### src/rtl/latch_writer_pkg.sv
// Shared types and elaboration helpers for the latch strobe writer.
// Optional readback checking is enabled with the LATCH_WRITER_CHECK_EN macro.
package latch_writer_pkg;

    typedef enum logic [1:0] {
        IDLE   = 2'd0,
        SETUP  = 2'd1,
        STROBE = 2'd2,
        HOLD   = 2'd3
    } state_t;

    // Phase counter width: enough bits for the longest phase, never below 1.
    function automatic int cnt_width(input int s, input int p, input int h);
        int m;
        m = 1;
        if (s > m) m = s;
        if (p > m) m = p;
        if (h > m) m = h;
        return (m <= 1) ? 1 : $clog2(m);
    endfunction

    // Legal timing parameter ranges.
    function automatic bit params_ok(input int s, input int p, input int h);
        return (s >= 1) && (p >= 1) && (h >= 0);
    endfunction

endpackage

### src/rtl/latch_strobe_writer_phase_counter.sv
// Loadable down-counter with zero flag; times each write phase.
module phase_counter
    import latch_writer_pkg::*;
#(
    parameter int W = 1
) (
    input  logic         clk,
    input  logic         rst_n,
    input  logic         load,
    input  logic         dec,
    input  logic [W-1:0] load_val,
    output logic         zero
);

    logic [W-1:0] cnt;

    // Load has priority; decrement saturates at zero.
    always_ff @(posedge clk or negedge rst_n) begin
        if (!rst_n)
            cnt <= '0;
        else if (load)
            cnt <= load_val;
        else if (dec && (cnt != '0))
            cnt <= cnt - 1'b1;
    end

    assign zero = (cnt == '0);

endmodule

### src/rtl/latch_strobe_writer.sv
// Write side of a level-sensitive D-latch interface: drives d_out and a
// registered enable strobe e_out with programmable setup/pulse/hold cycles.
// Define LATCH_WRITER_CHECK_EN to add q_in readback and the err flag.
module latch_strobe_writer
    import latch_writer_pkg::*;
#(
    parameter int WIDTH     = 8,
    parameter int SETUP_CYC = 1,
    parameter int PULSE_CYC = 2,
    parameter int HOLD_CYC  = 1
) (
    input  logic             clk,
    input  logic             rst_n,
    input  logic             in_valid,
    input  logic [WIDTH-1:0] in_data,
    output logic             in_ready,
    output logic [WIDTH-1:0] d_out,
    output logic             e_out,
    output logic             busy,
    output logic             done
`ifdef LATCH_WRITER_CHECK_EN
    ,
    input  logic [WIDTH-1:0] q_in,
    output logic             err
`endif
);

    localparam int CW = cnt_width(SETUP_CYC, PULSE_CYC, HOLD_CYC);
    localparam logic [CW-1:0] S_LD = CW'(SETUP_CYC - 1);
    localparam logic [CW-1:0] P_LD = CW'(PULSE_CYC - 1);
    localparam logic [CW-1:0] H_LD = (HOLD_CYC > 0) ? CW'(HOLD_CYC - 1) : '0;

    if (!params_ok(SETUP_CYC, PULSE_CYC, HOLD_CYC)) begin : g_bad_params
        $error("latch_strobe_writer: SETUP_CYC>=1, PULSE_CYC>=1, HOLD_CYC>=0 required");
    end

    state_t          state, state_nx;
    logic            e_nx, done_nx, take;
    logic            cnt_load, cnt_dec, cnt_zero;
    logic [CW-1:0]   cnt_val;

    phase_counter #(.W(CW)) u_cnt (
        .clk      (clk),
        .rst_n    (rst_n),
        .load     (cnt_load),
        .dec      (cnt_dec),
        .load_val (cnt_val),
        .zero     (cnt_zero)
    );

    assign in_ready = (state == IDLE);
    assign busy     = (state != IDLE);

    // Next-state, strobe and counter control.
    always_comb begin
        state_nx = state;
        e_nx     = e_out;
        done_nx  = 1'b0;
        take     = 1'b0;
        cnt_load = 1'b0;
        cnt_dec  = 1'b0;
        cnt_val  = '0;
        case (state)
            IDLE: begin
                if (in_valid) begin
                    state_nx = SETUP;
                    take     = 1'b1;
                    cnt_load = 1'b1;
                    cnt_val  = S_LD;
                end
            end
            SETUP: begin
                if (cnt_zero) begin
                    state_nx = STROBE;
                    e_nx     = 1'b1;
                    cnt_load = 1'b1;
                    cnt_val  = P_LD;
                end else begin
                    cnt_dec = 1'b1;
                end
            end
            STROBE: begin
                if (cnt_zero) begin
                    e_nx = 1'b0;
                    if (HOLD_CYC > 0) begin
                        state_nx = HOLD;
                        cnt_load = 1'b1;
                        cnt_val  = H_LD;
                    end else begin
                        state_nx = IDLE;
                        done_nx  = 1'b1;
                    end
                end else begin
                    cnt_dec = 1'b1;
                end
            end
            HOLD: begin
                if (cnt_zero) begin
                    state_nx = IDLE;
                    done_nx  = 1'b1;
                end else begin
                    cnt_dec = 1'b1;
                end
            end
            default: state_nx = IDLE;
        endcase
    end

    // State and output flops; async reset kills the strobe with no hold phase.
    always_ff @(posedge clk or negedge rst_n) begin
        if (!rst_n) begin
            state <= IDLE;
            e_out <= 1'b0;
            done  <= 1'b0;
            d_out <= '0;
        end else begin
            state <= state_nx;
            e_out <= e_nx;
            done  <= done_nx;
            if (take)
                d_out <= in_data;
        end
    end

`ifdef LATCH_WRITER_CHECK_EN
    logic [WIDTH-1:0] q_smp, q_cmp;

    // With no hold phase the sample edge is also the completion edge.
    assign q_cmp = (HOLD_CYC == 0) ? q_in : q_smp;

    // Sample Q while the latch is still transparent; judge it at completion.
    always_ff @(posedge clk or negedge rst_n) begin
        if (!rst_n) begin
            q_smp <= '0;
            err   <= 1'b0;
        end else begin
            if ((state == STROBE) && cnt_zero)
                q_smp <= q_in;
            if (done_nx)
                err <= (q_cmp != d_out);
        end
    end
`endif

endmodule

### config.mk
export PLATFORM = sky130hd
export DESIGN_NAME = latch_strobe_writer
export DESIGN_NICKNAME = d
export VERILOG_FILES = /design/src/rtl/latch_writer_pkg.sv /design/src/rtl/latch_strobe_writer_phase_counter.sv /design/src/rtl/latch_strobe_writer.sv
export SDC_FILE = /design/constraint.sdc
export NUM_CORES = 1
export LEC_CHECK = 0
export CAP_MARGIN = 20
export CORE_MARGIN = 3
export CORE_UTILIZATION = 45
export CTS_CLUSTER_DIAMETER = 80
export DETAILED_ROUTE_END_ITERATION = 10
export HOLD_SLACK_MARGIN = 0.02
export PLACE_DENSITY = 0.81
export REMOVE_ABC_BUFFERS = 1
export SLEW_MARGIN = 0
export SYNTH_ARGS = -nofsm -noshare
export SYNTH_HDL_FRONTEND = slang
export SYNTH_SLANG_ARGS = --single-unit
export TNS_END_PERCENT = 5
### constraint.sdc
create_clock -name clk -period 2.01 [get_ports clk]
set_input_delay 0.201 -clock clk [delete_from_list [all_inputs] [get_ports clk]]
set_output_delay 0.201 -clock clk [all_outputs]
set_load 0.005 [all_outputs]
==> flow_metrics.tcl, run 1 <==
set metrics [dict create \
    final_design_area_no_fill_um2 881 \
    worst_skew_pair_later_pin_latency_ns 0.27 \
    tns_ns 0 \
    routed_wire_length_per_instance_um 13.2 \
    crit_path_top_delay_cell "sky130_fd_sc_hd__clkdlybuf4s50_1" \
    cts.htree.levels 1 \
    clock_skew_ns 0.000431 \
    detailedRoute.firstPassIterationCount 4 \
    post_cts_hold_buffer_count 0 \
    synth_seq_area_share 0.528 \
    detail_route.drc_violations 0 \
    fillerInstances 79 \
    cpPeakStageDelay_ns 0.53 \
    r2r.worst_path.cells 4 \
    unrepaired_setup_endpoints_after_global_routing "false" \
    cts_root_buf "sky130_fd_sc_hd__clkbuf_4" \
    gp_routability_congestion 0.800 \
    yosys_warnings 0 \
    sw_frac_of_total 0.332 \
    maxCapViolations 0 \
    reg2reg_start "state[0]" \
    yosys_register_bits 13 \
    setup.worst_path.end_class "output port" \
    grt_start_max_net_pins 14 \
    placed_cell_area_um2 853 \
    fin_crit_ns 1.80 \
    dieWidth_um 43.0 \
    maxClockFrequency_mhz 555 \
    antenna_violating_nets_remaining 0 \
    timing.final.crit_share 0.897 \
    postSynthCellCount 48 \
    cellInternalPower_mw 0.881 \
    clkPwrFrac 0.116 \
    place.detailed.instances 84 \
    die-area_mm2 0.00185 \
    power_density_mw_per_mm2 1500 \
    netlist-cell-type-count 14 \
    status "finished clean" \
    timing_worst_slew_pin_value_ns 0.554 \
    clk_transition_reported_paths_ns 0.07 \
    grt_pass1_vias 487 \
    timing.reg2reg.setup_slack_ns 0.62 \
    timing.max_slew.rel_slack 0.630 \
    hold_viol_final 0 \
    die_h_um 43.0 \
    post_route_cells_drive_above_1_share 0.203 \
    number_of_sinks_driven_by_the_clock_tree 13 \
    crit_chain "inv_1 > ha_1 > clkdlybuf4s50_1" \
    ir_drop_worst_case_vdd_mv 0.896 \
    top_level_ports 23 \
    setup.worst_path.class "reg2out" \
    post_cts.resized_instances 0 \
    drt_first_iter_violations 3 \
    layout-area-overhead-vs-synth_pct 43.1 \
    detailedPlacementHpwl_um 973 \
    n_antenna_cell 0 \
    finish.net_count 92 \
    post_drt_via_cell_ratio 5.07 \
    global_route.usage.total 0.154 \
    p_seq_frac 0.357 \
    rows 12 \
    grt_pass1_wl_mm 2.10 \
    detailroute.via_count 446 \
    post_cts.repair.setup_buffers 0 \
    total_power_mw 1.32 \
    static-leakage-power_nw 0.396 \
    cts_max_path_buffers 2 \
    critical_path.endpoint "in_ready" \
    startpoint_type "flip-flop" \
    tritoncts.num_buffers 3 \
    tritoncts "yes" \
    r2r_path_end "d_out[5]" \
    totalWireLength_mm 1.16 \
    finalMaxSlewViolations 0 \
    netSwitchingPower_mw 0.439 \
    min-delay-path-class "in2async" \
    final-setup-viol-count 0 \
    pwr-share-comb 0.527 \
    synthesis.area_um2 616 \
    layout.core_utilization 0.743 \
    grt.overflow.total 0 \
    numPortBuffers 22 \
    cp_data_required_time_ns 1.81 \
    worst_ep_arrival_time_ns 1.60 \
    core-area_mm2 0.00119 \
    postSynthAreaPerCell_um2 12.8 \
    initial_utilization 0.519 \
    fin_cells 88 \
    antenna_found_initial 0 \
    critical_path.startpoint "state[1]" \
    critical_path.max_fanout 4 \
]
[cell families (layout without fill, tap and decap cells)]
| family | after synthesis | in the layout | synth area share |
|---|---|---|---|
| DFF | 13 | 13 | 0.528 |
| and+or+nand+nor | 6 | 6 | 0.0529 |
| AOI/OAI and AO/OA | 8 | 8 | 0.0874 |
| muxes | 10 | 10 | 0.179 |
| adders and majority gates | 6 | 6 | 0.122 |
| buffers and inverters | 5 | 31 | 0.0305 |
[worst min-delay path by stage]
stage / to / slack [ns] / depth (start not counted)
2_1_floorplan: d_out[0] / -0.09 / 0
3_3_place_gp: d_out[1] / 0.49 / 1
3_5_place_dp: d_out[4] / 0.50 / 1
4_1_cts: d_out[7] / 0.30 / 1
5_1_grt: d_out[1] / 0.32 / 1
6_report: d_out[3] / 0.29 / 1
[flip-flops by register name (all words and copies together) (netlist names)]
name	count
state	2
u_cnt.cnt	1
d_out	8
e_out	1
done	1
[power by group through the flow]
| stage | Clock (mW) | Combinational, mW | Sequential (mW) |
|---|---|---|---|
| 2_1_floorplan | 0 | 0.350 | 0.475 |
| 3_3_place_gp | 0 | 0.688 | 0.464 |
| 3_5_place_dp | 0 | 0.702 | 0.480 |
| 4_1_cts | 0.160 | 0.709 | 0.473 |
| 5_1_grt | 0.181 | 0.780 | 0.489 |
| 6_report | 0.153 | 0.696 | 0.471 |
[synth_stat cells]
cell	n	area [um2]
sky130_fd_sc_hd__dfrtp_1	13	325
sky130_fd_sc_hd__mux2_2	8	90.1
sky130_fd_sc_hd__ha_1	6	75.1
sky130_fd_sc_hd__inv_1	5	18.8
sky130_fd_sc_hd__a21oi_1	3	15.0
sky130_fd_sc_hd__mux2i_1	2	20.0
sky130_fd_sc_hd__nand2_1	2	7.51
sky130_fd_sc_hd__nor2_1	2	7.51
sky130_fd_sc_hd__o21ai_0	2	10.0
sky130_fd_sc_hd__nand2_4	1	11.3
sky130_fd_sc_hd__nor2b_1	1	6.26
sky130_fd_sc_hd__o211ai_1	1	7.51
sky130_fd_sc_hd__o21ai_2	1	8.76
sky130_fd_sc_hd__o31ai_2	1	12.5
[metal layers]
metal	wire length [um]	vias up	global-route usage
li1	-	217	-
met1	498	214	0.187
met2	607	13	0.260
met3	47	2	0.0424
met4	10	0	0.0542
met5	0	-	0
[final cells by class]
type / instances / area (um2) / share of cell area
Clock buffer: 3 / 22.5 / 0.0256
Clock inverter: 1 / 5.00 / 0.00568
Inverter: 5 / 18.8 / 0.0213
Multi-Input combinational cell: 30 / 272 / 0.308
Sequential cell: 13 / 325 / 0.369
Tap cell: 14 / 17.5 / 0.0199
Timing Repair Buffer: 22 / 220 / 0.250
[critical path: cells and delay by family, from the launching register on]
family | cells | cell delay, ns
adders and majority gates | 1 | 0.24
buffers and inverters | 2 | 0.66
DFF | 1 | 0.42
[layout by cell type, fill, tap and decap left out, drive strengths merged]
cell type	n
nor2b	1
clkinv	1
dfrtp	13
o211ai	1
mux2	8
inv	5
clkbuf	3
nand2	3
o31ai	1
nor2	2
a21oi	3
mux2i	2
ha	6
clkdlybuf4s50	22
o21ai	3
[per-stage QoR]
stage                     setup WS (ns)  hold slack, ns
final                             0.207           0.287
after detailed placement          0.495           0.498
after CTS                         0.185           0.300
after global placement            0.528           0.486
after global routing             0.0973           0.322
after floorplan                   0.731         -0.0946
(Power assumes the default switching activity.)
==> inputs of run 2 (changes only) <==
CAP_MARGIN = 15   (was 20)
CORE_UTILIZATION = 41   (was 45)
PLACE_DENSITY = 0.75   (was 0.81)
clock period = 1.94 ns   (was 2.01 ns; I/O delays follow)
==> run 2 against run 1 <==
Effect of this change: first-iteration DRC count stayed put; critical path depth is 1 higher; setup slack got worse by 0.077 ns; sequential share of layout area unchanged; global-route usage down 1.8 points; clock-buffer cell count is 1 higher; critical endpoint is now busy.
==> flow_metrics.tcl, run 2 (synthesis gave the netlist of run 1 again) <==
set metrics [dict create \
    status "finished clean" \
    power_density_mw_per_mm2 1550 \
    r2r_path_end "d_out[1]" \
    timing_worst_slew_pin_value_ns 0.575 \
    top_level_ports 23 \
    place.detailed.instances 85 \
    cts.htree.levels 1 \
    grt_pass1_wl_mm 1.90 \
    grt_start_max_net_pins 14 \
    fin_cells 89 \
    antenna_found_initial 0 \
    finalMaxSlewViolations 0 \
    detailroute.via_count 439 \
    unrepaired_setup_endpoints_after_global_routing "false" \
    worst_skew_pair_later_pin_latency_ns 0.27 \
    finish.net_count 92 \
    numPortBuffers 22 \
    drt_first_iter_violations 3 \
    cpPeakStageDelay_ns 0.50 \
    detailedPlacementHpwl_um 916 \
    antenna_violating_nets_remaining 0 \
    min-delay-path-class "in2async" \
    routed_wire_length_per_instance_um 13.2 \
    n_antenna_cell 0 \
    number_of_sinks_driven_by_the_clock_tree 13 \
    maxClockFrequency_mhz 552 \
    reg2reg_start "state[0]" \
    totalWireLength_mm 1.18 \
    max_ffs_per_register 8 \
    cts_root_buf "sky130_fd_sc_hd__clkbuf_4" \
    post_cts_hold_buffer_count 0 \
    layout_top_registers "d_out: 8 flops, state: 2 flops" \
    crit_chain "inv_1 > ha_1 > inv_1 > clkdlybuf4s50_1" \
    grt_pass1_vias 423 \
    timing.final.crit_share 0.933 \
    timing.max_slew.rel_slack 0.616 \
    die-area_mm2 0.00200 \
    global_route.usage.total 0.136 \
    detailedRoute.firstPassIterationCount 5 \
    worst_ep_arrival_time_ns 1.62 \
    tritoncts.num_buffers 3 \
    startpoint_type "flip-flop" \
    critical_path.max_fanout 4 \
    clk_transition_reported_paths_ns 0.08 \
    static-leakage-power_nw 0.394 \
    crit_path_top_delay_cell "sky130_fd_sc_hd__clkdlybuf4s50_1" \
    cts_max_path_buffers 2 \
    die_h_um 44.8 \
    cp_data_required_time_ns 1.75 \
    top_register "d_out" \
    final-setup-viol-count 0 \
    tns_ns 0 \
    post_route_cells_drive_above_1_share 0.189 \
    setup.worst_path.end_class "output port" \
    path_common_cell "sky130_fd_sc_hd__inv_1" \
    clock_skew_ns 0.00424 \
    grt.overflow.total 0 \
    r2r.worst_path.cells 4 \
    layout-area-overhead-vs-synth_pct 43.1 \
    initial_utilization 0.456 \
    tritoncts "yes" \
    core-area_mm2 0.00135 \
    post_cts.repair.setup_buffers 0 \
    ir_drop_worst_case_vdd_mv 0.864 \
    fin_crit_ns 1.81 \
    timing.reg2reg.setup_slack_ns 0.54 \
    fillerInstances 113 \
    critical_path.startpoint "state[0]" \
    gp_routability_congestion 0.824 \
    maxCapViolations 0 \
    post_cts.resized_instances 0 \
    post_drt_via_cell_ratio 4.93 \
    detail_route.drc_violations 0 \
    mostFrequentLayoutCell "sky130_fd_sc_hd__clkdlybuf4s50_1" \
    setup.worst_path.class "reg2out" \
    hold_viol_final 0 \
    rows 13 \
    most-common-layout-cells "sky130_fd_sc_hd__clkdlybuf4s50_1, sky130_fd_sc_hd__dfrtp_1, sky130_fd_sc_hd__mux2_2" \
    dieWidth_um 44.8 \
]
-- run 2: cell types whose count changed in the layout (fill, tap and decap cells not counted), sizes merged --
cell / previous run / this run
clkinv: 1 / 0
clkbuf: 3 / 4
-- run 2: per-stage QoR --
stage | setup WS [ns] | hold slack (ns) | total power [mW] | utilization | instance area (um2)
floorplan | 0.661 | -0.102 | 0.855 | - | 616
global placement | 0.467 | 0.486 | 1.19 | 0.633 | 855
detailed placement | 0.420 | 0.492 | 1.22 | 0.633 | 855
CTS | 0.111 | 0.302 | 1.39 | 0.652 | 881
global route | 0.0375 | 0.328 | 1.47 | 0.652 | 881
finish | 0.130 | 0.285 | 1.36 | 0.652 | 881
-- run 2: worst max path at each step --
stage                     to  slack (ns)  cells after the start
global route            busy        0.04                      4
global placement        busy        0.47                      4
detailed placement      busy        0.42                      4
floorplan           d_out[0]        0.66                      4
finish                  busy        0.13                      4
CTS                     busy        0.11                      4
-- run 2: final cells by class --
class,count,area [um2],area share
clock buffer,4,26.3,0.0298
inverter,5,18.8,0.0213
multi-input combinational,30,272,0.308
sequential,13,325,0.369
tap,15,18.8,0.0213
timing repair buffer,22,220,0.250
-- run 2: power by group --
part	total (mW)	internal [mW]	switching (mW)	leakage [nW]
combinational	0.713	0.430	0.283	0.223
sequential	0.484	0.406	0.0787	0.155
clock	0.164	0.0796	0.0841	0.0150
-- run 2: worst max-delay path: cells and delay by family, from the launching register on --
kind | cells | cell delay, ns
fa+ha+maj | 1 | 0.27
flops | 1 | 0.40
buf+inv | 3 | 0.68
-- run 2: layer usage --
layer  vias to the layer above  part of all wire  track usage
li1                        213                 -            -
met1                       209              0.44        0.170
met2                        15              0.49        0.212
met3                         2             0.053       0.0279
met4                         0             0.014       0.0904
met5                         -                 0            0
